==> src/rtl/pic_command_sequencer.sv <==
// pic_command_sequencer
//   ICW/OCW command sequencer for an 8259-style PIC. It decodes CPU writes
//   (A0 plus a data byte) and walks the ICW1 -> ICW2 -> [ICW3] -> [ICW4]
//   initialisation sequence. It holds every configuration field and emits
//   one-cycle OCW2 command pulses and OCW3 read/poll controls.
//
//   Optional feature macro: PIC_SPECIAL_MASK_EN
//     When defined, OCW3 with ESMM=1 loads special_mask_mode from SMM (D5).
//     When undefined, special_mask_mode is tied to 0.
//
// Ports
//   clock, reset                    : clock; asynchronous active-high reset
//   write_strobe, A0, data_in       : qualified CPU write (one cycle per write)
//   init_busy, pic_ready            : sequencer status
//   level_or_edge_triggered_config  : ICW1 LTIM
//   single_or_cascade_config        : ICW1 SNGL
//   vector_base                     : ICW2 D7..D3
//   cascade_config                  : ICW3 byte
//   special_fully_nest_config       : ICW4 SFNM
//   buffered_mode_config            : ICW4 {BUF, M/S}
//   auto_eoi_config, u8086_mode     : ICW4 AEOI, uPM
//   interrupt_mask                  : OCW1 byte
//   ocw2_valid, ocw2_command, ocw2_level : OCW2 pulse, {R,SL,EOI}, L2..L0
//   enable_read_register, read_register_isr_or_irr : OCW3 read selection
//   poll_command                    : OCW3 poll pulse
//   special_mask_mode               : OCW3 special mask mode state
module pic_command_sequencer #(
    parameter int unsigned DATA_WIDTH = 8
) (
    input  logic                  clock,
    input  logic                  reset,
    input  logic                  write_strobe,
    input  logic                  A0,
    input  logic [DATA_WIDTH-1:0] data_in,
    output logic                  init_busy,
    output logic                  pic_ready,
    output logic                  level_or_edge_triggered_config,
    output logic                  single_or_cascade_config,
    output logic [4:0]            vector_base,
    output logic [7:0]            cascade_config,
    output logic                  special_fully_nest_config,
    output logic [1:0]            buffered_mode_config,
    output logic                  auto_eoi_config,
    output logic                  u8086_mode,
    output logic [7:0]            interrupt_mask,
    output logic                  ocw2_valid,
    output logic [2:0]            ocw2_command,
    output logic [2:0]            ocw2_level,
    output logic                  enable_read_register,
    output logic                  read_register_isr_or_irr,
    output logic                  poll_command,
    output logic                  special_mask_mode
);

    typedef enum logic [2:0] {
        S_IDLE,
        S_WAIT_ICW2,
        S_WAIT_ICW3,
        S_WAIT_ICW4,
        S_READY
    } state_t;

    state_t      state_q, state_d;
    logic        ltim_q, ltim_d;
    logic        sngl_q, sngl_d;
    logic        ic4_q, ic4_d;
    logic [4:0]  vbase_q, vbase_d;
    logic [7:0]  casc_q, casc_d;
    logic        sfnm_q, sfnm_d;
    logic [1:0]  buf_q, buf_d;
    logic        aeoi_q, aeoi_d;
    logic        upm_q, upm_d;
    logic [7:0]  mask_q, mask_d;
    logic        ocw2_v_q, ocw2_v_d;
    logic [2:0]  ocw2_cmd_q, ocw2_cmd_d;
    logic [2:0]  ocw2_lvl_q, ocw2_lvl_d;
    logic        err_q, err_d;
    logic        ris_q, ris_d;
    logic        poll_q, poll_d;
`ifdef PIC_SPECIAL_MASK_EN
    logic        smm_q, smm_d;
`endif

    logic is_icw1, is_ocw2, is_ocw3, is_a0;

    // ICW1 is recognised by D4 regardless of state; OCW2/OCW3 share A0=0, D4=0
    // and are split by D3.
    assign is_icw1 = write_strobe & ~A0 &  data_in[4];
    assign is_ocw2 = write_strobe & ~A0 & ~data_in[4] & ~data_in[3];
    assign is_ocw3 = write_strobe & ~A0 & ~data_in[4] &  data_in[3];
    assign is_a0   = write_strobe &  A0;

    always_comb begin
        state_d    = state_q;
        ltim_d     = ltim_q;
        sngl_d     = sngl_q;
        ic4_d      = ic4_q;
        vbase_d    = vbase_q;
        casc_d     = casc_q;
        sfnm_d     = sfnm_q;
        buf_d      = buf_q;
        aeoi_d     = aeoi_q;
        upm_d      = upm_q;
        mask_d     = mask_q;
        ocw2_v_d   = 1'b0;
        ocw2_cmd_d = ocw2_cmd_q;
        ocw2_lvl_d = ocw2_lvl_q;
        err_d      = err_q;
        ris_d      = ris_q;
        poll_d     = 1'b0;
`ifdef PIC_SPECIAL_MASK_EN
        smm_d      = smm_q;
`endif

        if (is_icw1) begin
            ltim_d  = data_in[3];
            sngl_d  = data_in[1];
            ic4_d   = data_in[0];
            mask_d  = '0;
            sfnm_d  = 1'b0;
            buf_d   = '0;
            aeoi_d  = 1'b0;
            upm_d   = 1'b0;
            err_d   = 1'b1;
            ris_d   = 1'b0;
`ifdef PIC_SPECIAL_MASK_EN
            smm_d   = 1'b0;
`endif
            state_d = S_WAIT_ICW2;
        end else if (is_a0) begin
            unique case (state_q)
                S_WAIT_ICW2: begin
                    vbase_d = data_in[7:3];
                    if (!sngl_q)    state_d = S_WAIT_ICW3;
                    else if (ic4_q) state_d = S_WAIT_ICW4;
                    else            state_d = S_READY;
                end
                S_WAIT_ICW3: begin
                    casc_d  = data_in[7:0];
                    state_d = ic4_q ? S_WAIT_ICW4 : S_READY;
                end
                S_WAIT_ICW4: begin
                    sfnm_d  = data_in[4];
                    buf_d   = data_in[3:2];
                    aeoi_d  = data_in[1];
                    upm_d   = data_in[0];
                    state_d = S_READY;
                end
                S_READY: mask_d = data_in[7:0];
                default: ;
            endcase
        end else if (state_q == S_READY) begin
            if (is_ocw2) begin
                ocw2_v_d   = 1'b1;
                ocw2_cmd_d = data_in[7:5];
                ocw2_lvl_d = data_in[2:0];
            end
            if (is_ocw3) begin
                if (data_in[1]) begin
                    err_d = 1'b1;
                    ris_d = data_in[0];
                end
                poll_d = data_in[2];
`ifdef PIC_SPECIAL_MASK_EN
                if (data_in[6]) smm_d = data_in[5];
`endif
            end
        end
    end

    always_ff @(posedge clock or posedge reset) begin
        if (reset) begin
            state_q    <= S_IDLE;
            ltim_q     <= 1'b0;
            sngl_q     <= 1'b0;
            ic4_q      <= 1'b0;
            vbase_q    <= '0;
            casc_q     <= '0;
            sfnm_q     <= 1'b0;
            buf_q      <= '0;
            aeoi_q     <= 1'b0;
            upm_q      <= 1'b0;
            mask_q     <= '0;
            ocw2_v_q   <= 1'b0;
            ocw2_cmd_q <= '0;
            ocw2_lvl_q <= '0;
            err_q      <= 1'b0;
            ris_q      <= 1'b0;
            poll_q     <= 1'b0;
`ifdef PIC_SPECIAL_MASK_EN
            smm_q      <= 1'b0;
`endif
        end else begin
            state_q    <= state_d;
            ltim_q     <= ltim_d;
            sngl_q     <= sngl_d;
            ic4_q      <= ic4_d;
            vbase_q    <= vbase_d;
            casc_q     <= casc_d;
            sfnm_q     <= sfnm_d;
            buf_q      <= buf_d;
            aeoi_q     <= aeoi_d;
            upm_q      <= upm_d;
            mask_q     <= mask_d;
            ocw2_v_q   <= ocw2_v_d;
            ocw2_cmd_q <= ocw2_cmd_d;
            ocw2_lvl_q <= ocw2_lvl_d;
            err_q      <= err_d;
            ris_q      <= ris_d;
            poll_q     <= poll_d;
`ifdef PIC_SPECIAL_MASK_EN
            smm_q      <= smm_d;
`endif
        end
    end

    assign init_busy = (state_q == S_WAIT_ICW2) || (state_q == S_WAIT_ICW3) ||
                       (state_q == S_WAIT_ICW4);
    assign pic_ready = (state_q == S_READY);

    assign level_or_edge_triggered_config = ltim_q;
    assign single_or_cascade_config       = sngl_q;
    assign vector_base                    = vbase_q;
    assign cascade_config                 = casc_q;
    assign special_fully_nest_config      = sfnm_q;
    assign buffered_mode_config           = buf_q;
    assign auto_eoi_config                = aeoi_q;
    assign u8086_mode                     = upm_q;
    assign interrupt_mask                 = mask_q;
    assign ocw2_valid                     = ocw2_v_q;
    assign ocw2_command                   = ocw2_cmd_q;
    assign ocw2_level                     = ocw2_lvl_q;
    assign enable_read_register           = err_q;
    assign read_register_isr_or_irr       = ris_q;
    assign poll_command                   = poll_q;
`ifdef PIC_SPECIAL_MASK_EN
    assign special_mask_mode              = smm_q;
`else
    assign special_mask_mode              = 1'b0;
`endif

endmodule

==> config.mk <==
export PLATFORM = sky130hd
export DESIGN_NAME = pic_command_sequencer
export DESIGN_NICKNAME = d
export VERILOG_FILES = /design/src/rtl/pic_command_sequencer.sv
export SDC_FILE = /design/constraint.sdc
export NUM_CORES = 1
export LEC_CHECK = 0
export CAP_MARGIN = 5
export CORE_MARGIN = 2
export CORE_UTILIZATION = 35
export DETAILED_ROUTE_END_ITERATION = 8
export DONT_BUFFER_PORTS = 1
export PLACE_DENSITY = 0.51
export SYNTH_ARGS = -nofsm -noshare
export SYNTH_HDL_FRONTEND = slang
export SYNTH_SLANG_ARGS = --single-unit
==> constraint.sdc <==
create_clock -name clock -period 1.9 [get_ports clock]
set_input_delay 0.38 -clock clock [delete_from_list [all_inputs] [get_ports clock]]
set_output_delay 0.38 -clock clock [all_outputs]
set_load 0.01 [all_outputs]
Yosys cells after proc, flatten, opt, wreduce, memory -nomap -nowiden

Index checks and enable logic that the tools add are counted.

Equal/unequal tests: 5
Mux-type cells: 38
Bitwise operators: 11
Reduce and logical (&&, ||, !) cells: 15

Operators by type and width:

| cell               | count |
|---|---|
| $mux 1             | 27 |
| $mux 8             | 3 |
| $mux 3             | 4 |
| $reduce_bool 2->1  | 5 |
| $pmux 3 s3         | 1 |
| $reduce_and 4->1   | 2 |
| $and 1x1->1        | 6 |
| $eq 3x2->1 const B | 2 |
| $mux 2             | 3 |
| $reduce_and 2->1   | 3 |
| $reduce_and 3->1   | 2 |
| $not 1->1          | 5 |
| $reduce_bool 4->1  | 1 |
| $eq 3x1->1 const B | 1 |
| $eq 3x3->1 const B | 1 |
| $logic_or 1x1->1   | 2 |
| $ne 2x2->1 const B | 1 |

Bits in registers: 42
Input bits: 12
Output and inout port bits: 41
Logic and storage cells: 86

Logic depth before layout (Yosys ltp)

Gate-level depths: netlist (run 1).

Depth in word-level cells: 8
Depth in mapped cells: 5
Gate-level depth less buffers: 4

Worst setup path after synthesis (run 1)

Ideal clock, no wire load.

Path type: register to register
From: reg state_q[0]
To: reg ocw2_cmd_q[0] (netlist: ocw2_command[0])
Library setup time: 0.125 ns
Data arrival time: 1.683 ns
Required time: 1.775 ns
Slack: 0.092 ns
Cell stages (with the launch flop): 6
Path buffers: 2
Clock period less this slack: 1.808 ns
Cells stage by stage: dfrtp_1 -> or3b_1 -> buf_2 -> or4_4 -> buf_6 -> mux2_4

Word-level cells in the longest chain between the ends: 2

RTL lines:

| item                              | line | RTL |
|---|---|---|
| start, declared                   | 63   | `state_t state_q, state_d;` |
| start signal, assigned            | 194  | `state_q <= state_d;` |
| $eq 3x3->1                        | 152  | `end else if (state_q == S_READY) begin` |
| $reduce_and 4->1 (no source line) | --   |  |
| end signal, assigned              | 206  | `ocw2_cmd_q <= ocw2_cmd_d;` |
| end, declared                     | 75   | `logic [2:0] ocw2_cmd_q, ocw2_cmd_d;` |

Every way passes these cells.
A chain may end at the register's enable or synchronous reset.

Final worst setup path (run 1)

From: reg state_q[0]
To: out pic_ready

Word-level cells in the longest chain between the ends: 1

RTL lines:

| item          | line | RTL |
|---|---|---|
| $eq 3x3->1    | 219  | `assign pic_ready = (state_q == S_READY);` |
| end, declared | 36   | `output logic pic_ready,` |

Every way passes these cells.

==> results of run 1 <==
==> cells in the mapped netlist (2+ instances only) <==
cell type  number  share of area
mux2_2         16          0.098
o21ai_0         9          0.025
inv_1           2         0.0041
nand2_1        16          0.033
mux2_4          6          0.049
and3_1          2         0.0068
nand2b_1        3          0.010
a21oi_1         6          0.016
nor4bb_1        2          0.011
nand3_1        13          0.035
nand3b_1        2         0.0082
nor4_1          2         0.0068
nor2_1          3         0.0061
clkbuf_1        7          0.014
nor3_1          4          0.011
buf_2           3         0.0082
dfrtp_1        42           0.57
o211ai_1        5          0.020
==> cell type report <==
| type | instances | area, um^2 | area share |
|---|---|---|---|
| repair buffers | 8 | 60.1 | 0.0294 |
| clock inverters | 3 | 45.0 | 0.0221 |
| inverters | 3 | 11.3 | 0.00552 |
| multi-input cells | 102 | 716 | 0.351 |
| clock buffers | 5 | 68.8 | 0.0337 |
| well taps | 70 | 87.6 | 0.0429 |
| flip-flops and latches | 42 | 1050 | 0.515 |
==> cell families (layout without fill, tap and decap cells) <==
family | count (synthesis) | in the layout
compound gates | 25 | 25
buf+inv | 15 | 19
flops | 42 | 42
mux | 22 | 22
other cells | 1 | 1
simple gates | 54 | 54
==> registers in the layout, indices dropped and copies added (netlist names) <==
| name | count |
|---|---|
| interrupt_mask | 8 |
| ic4_q | 1 |
| u8086_mode | 1 |
| single_or_cascade_config | 1 |
| level_or_edge_triggered_config | 1 |
| auto_eoi_config | 1 |
| ocw2_command | 3 |
| ocw2_level | 3 |
| vector_base | 5 |
| special_fully_nest_config | 1 |
| cascade_config | 8 |
| read_register_isr_or_irr | 1 |
| enable_read_register | 1 |
| ocw2_valid | 1 |
| buffered_mode_config | 2 |
| state_q | 3 |
| poll_command | 1 |
==> power by group <==
part,leakage (nW),total [mW],internal (mW),switching [mW]
Combinational,0.331,0.704,0.354,0.350
Sequential,0.540,1.54,1.20,0.348
Clock,0.0504,0.706,0.391,0.315
Total,0.922,2.96,1.94,1.01
==> metrics by stage <==
| stage | power (mW) | hold WS, ps | util | std cells |
|---|---|---|---|---|
| 2_1_floorplan | 2.05 | 493 | - | 159 |
| 3_3_place_gp | 2.24 | 425 | 0.379 | 225 |
| 3_5_place_dp | 2.28 | 436 | 0.379 | 225 |
| 4_1_cts | 2.98 | 109 | 0.402 | 233 |
| 5_1_grt | 3.15 | 128 | 0.402 | 233 |
| 6_report | 2.96 | 95.3 | 0.402 | 233 |
==> critical path: stages, from the launching register on <==
cell	delay [ps]
dfrtp_1	380
or3b_1	380
buf_4	170
clkinv_1	190
==> worst min path at each step <==
stage                                                to  slack (ps)
after floorplan                  poll_command$_DFF_PP0_         490
after global placement    interrupt_mask[7]$_DFFE_PP0P_         430
after detailed placement  interrupt_mask[7]$_DFFE_PP0P_         440
after CTS                 cascade_config[7]$_DFFE_PP0P_         110
after global routing      interrupt_mask[0]$_DFFE_PP0P_         130
final                     interrupt_mask[7]$_DFFE_PP0P_         100
==> routing by layer <==
| layer | vias to the layer above | wire length, um | global-route usage |
|---|---|---|---|
| met2 | 42 | 1940 | 0.221 |
| met1 | 630 | 1880 | 0.202 |
| met4 | 0 | 16 | 0.0436 |
| li1 | 563 | - | - |
| met5 | - | 0 | 0 |
| met3 | 2 | 329 | 0.0794 |
==> results.toml, run 1 <==
[global_route]
overflow = 0
grt_pass1_vias = 1205
grt_pass1_wl_um = 6930
grt_max_degree = 43
grt_usage = 0.154
antenna_found_initial = 0

[clocking]
clk_pin_slew_ps = 80
clock_sinks = 42
cts_setup_buffers = 0
cts_tree = "yes"
clock_latency_ps = 300
cts_root_buf = "clkbuf_8"
htreeDepth = 2
cts_buffers = 5
cts_buffer_depth = 2
ctsHoldBuffers = 0
cts_resized = 0

[sta]
tightest_slew_ps = 607
timing.final.hold_violations = 0
tns_ps = 0
relSlewSlack = 0.585
rsz0062_at_grt = "no"
final.min_clock_period_ps = 1790
period_share = 0.941
fin_ws_ps = 112
final_max_slew_viol_count = 0
clock-skew-final_ps = 8.31
fmax_mhz = 559
setup_violations = 0

[worst_setup_path]
path_max_fanout = 9
cp.arrival_ps = 1410
startpoint_type = "flip-flop"
cp.required_ps = 1520
cp-endpoint = "pic_ready"
crit_start = "state_q[0]$_DFFE_PP0P_"
reg2reg_depth = 3
r2r_slack_ps = 200
criticalPathCategory = "reg -> out"
critPathCaptureType = "output pin"
r2r-end = "ocw2_level[0]$_DFFE_PP0P_"
r2r_start = "state_q[0]$_DFFE_PP0P_"

[synth]
synthAdderAreaFrac = 0
synthFlopType = "dfrtp_1"
synth_top_family_by_area = "simple AND/OR/NAND/NOR gates"
synthSimpleGateAreaFrac = 0.157
synth_area_um2 = 1840
synthXorXnorAreaFrac = 0
ys_async_sr_fraction = 1.00
syn-num-nets = 171
yosys_warnings = 0
synth-compound-area-share = 0.0837
ys_seq_elements = 42
yosysSeqAreaShare = 0.572
synth_edf_count = 0
synthCells = 159
syn_avg_cell_area_um2 = 11.6
muxShareOfSynthArea = 0.147
synth_cell_types = 34

[power]
p_leak_nw = 0.922
power_density_nw_per_um2 = 1450
ir_drop_mv = 0.529

[placement]
place_congestion = 0.820
dpl_cell_area_um2 = 1930
dp_hpwl_um = 3040
port_buffers = 0
pre_cts_slack_ps = 207

[layout]
final_nets = 174
drive_above_1_share = 0.239
fillers = 526
design_area_um2 = 2040
final_common_cell = "dfrtp_1"
layout_common_cells = "42 x dfrtp_1, 16 x nand2_1, 16 x mux2_2"
area_growth_pct = 11.0
antenna_cells = 0

[run]
maxCapViolCount = 0

[floorplanning]
start_util = 0.362
die-area_um2 = 5850
rows = 26
io-pin-count = 53
core_area_um2 = 5070
fp.dieW_um = 76.5
die_h_um = 76.5

[drt]
viasPerCell = 5.31
postRouteAntennaNets = 0
routed_wl_um = 4170
drtIter0Drc = 77
route.detailed.drc = 0
drt_first_pass_iters = 4
vias = 1237
wire_per_inst_um = 17.9

[outcome]
status = "finished clean"

[min_path]
min_path_type = "in -> async"
Note: power is estimated with default switching activity, not from simulation.
==> run 2, diff against run 1 <==
CAP_MARGIN = 20   (was 5)
PLACE_DENSITY = 0.49   (was 0.51)
clock period = 2.05 ns   (was 1.9 ns; I/O delays follow)
==> results.toml, run 2 (synthesized netlist as in run 1, its figures left out) <==
[placement]
dpl_cell_area_um2 = 1920
port_buffers = 0
dp_hpwl_um = 3010
post-place-cells = 224
place_congestion = 0.776
pre_cts_slack_ps = 315

[power]
p_sw_frac = 0.328
ir_drop_mv = 0.531
power_density_nw_per_um2 = 1390
p_int_mw = 1.92
clkPwrFrac = 0.273
comb_power_share = 0.225
seqPwrFrac = 0.503
p_leak_nw = 0.932
power.total_mw = 2.86
netSwitchingPower_mw = 0.940

[drt]
drtIter0Drc = 60
vias = 1195
viasPerCell = 5.15
routed_wl_um = 4320
postRouteAntennaNets = 0
drt_first_pass_iters = 4
wire_per_inst_um = 18.6
route.detailed.drc = 0

[global_route]
antenna_found_initial = 0
grt_pass1_wl_um = 7200
grt_max_degree = 43
grt_pass1_vias = 1246
grt_usage = 0.161
overflow = 0

[sta]
tightest_slew_ps = 623
timing.hold.ws_ps = 110
final.min_clock_period_ps = 1860
tns_ps = 0
fmax_mhz = 538
fin_ws_ps = 193
rsz0062_at_grt = "no"
period_share = 0.906
timing.final.hold_violations = 0
final_max_slew_viol_count = 0
relSlewSlack = 0.574
clock-skew-final_ps = 9.72
setup_violations = 0

[worst_setup_path]
critPathSlowestCell = "dfrtp_1"
cp.required_ps = 1640
path_max_fanout = 9
startpoint_type = "flip-flop"
critical_path_buf_inv_count = 2
critical_path.top_delay_family = "flip-flops"
crit_chain = "or3b_1 -> buf_4 -> clkinv_1"
cp_slowest_stage_delay_ps = 400
critPathCaptureType = "output pin"
cp.arrival_ps = 1450
criticalPathCategory = "reg -> out"

[clocking]
htreeDepth = 2
cts_buffers = 5
clock_sinks = 42
cts_tree = "yes"
cts_resized = 0
cts_setup_buffers = 0
clock_latency_ps = 300
ctsHoldBuffers = 0
clk_pin_slew_ps = 90
cts_root_buf = "clkbuf_8"
cts_buffer_depth = 2

[layout]
stdcell_count = 232
design_area_um2 = 2060
area_growth_pct = 11.8
layout_common_cells = "42 x dfrtp_1, 16 x nand2_1, 16 x mux2_2"
final_common_cell = "dfrtp_1"
final_nets = 173
antenna_cells = 0
drive_above_1_share = 0.235
fin_util = 0.405

[floorplanning]
fp.dieW_um = 76.5
start_util = 0.362
rows = 26
die_h_um = 76.5
io-pin-count = 53
die-area_um2 = 5850
core_area_um2 = 5070

[outcome]
status = "finished clean"

[run]
maxCapViolCount = 0

[min_path]
min_path_type = "in -> async"
[run 2: changes by cell type in the layout (fill, tap and decap cells not counted)]
cell | before | now
clkinv_1 | 1 | 2
bufinv_16 | 1 | 2
clkinvlp_4 | 2 | 0
inv_1 | 2 | 1
clkinv_4 | 0 | 1
buf_4 | 8 | 7
[run 2: cell type report]
| cell class | instances | area, um^2 |
|---|---|---|
| timing repair buffer | 7 | 52.6 |
| fill | 501 | 3020 |
| multi-input combinational | 102 | 716 |
| sequential | 42 | 1050 |
| inverter | 3 | 11.3 |
| tap | 70 | 87.6 |
| clock buffer | 5 | 68.8 |
| clock inverter | 3 | 68.8 |
[run 2: final timing paths]
path	cells after the start	slack [ps]	start	endpoint
worst max-delay path	3	190	state_q[0]$_DFFE_PP0P_	pic_ready
worst min-delay path	2	110	reset	interrupt_mask[2]$_DFFE_PP0P_
worst max register to register	3	320	state_q[0]$_DFFE_PP0P_	ocw2_level[1]$_DFFE_PP0P_
worst min register to register	1	560	enable_read_register$_DFFE_PP0P_	enable_read_register$_DFFE_PP0P_
max in group asynchronous	2	1560	reset	auto_eoi_config$_DFFE_PP0P_
min in group clock	1	180	data_in[4]	poll_command$_DFF_PP0_
[run 2: metal layers]
| layer | wire (um) | global-route usage | part of all wire |
|---|---|---|---|
| met3 | 394 | 0.0687 | 0.091 |
| met4 | 48 | 0.0491 | 0.011 |
| met2 | 2020 | 0.242 | 0.47 |
| met1 | 1860 | 0.211 | 0.43 |
| met5 | 0 | 0 | 0 |
[run 2: worst reg2reg max path, delay by kind of cell, from the launching register on]
family,cells,cell delay [ps]
flops,1,400
simple gates,2,910
mux,1,330
[run 2: power groups by stage]
stage,clock (mW),combinational [mW],sequential (mW)
floorplan,0,0.523,1.38
global placement,0,0.622,1.45
detailed placement,0,0.644,1.46
CTS,0.794,0.647,1.44
global route,0.843,0.730,1.48
finish,0.781,0.643,1.44
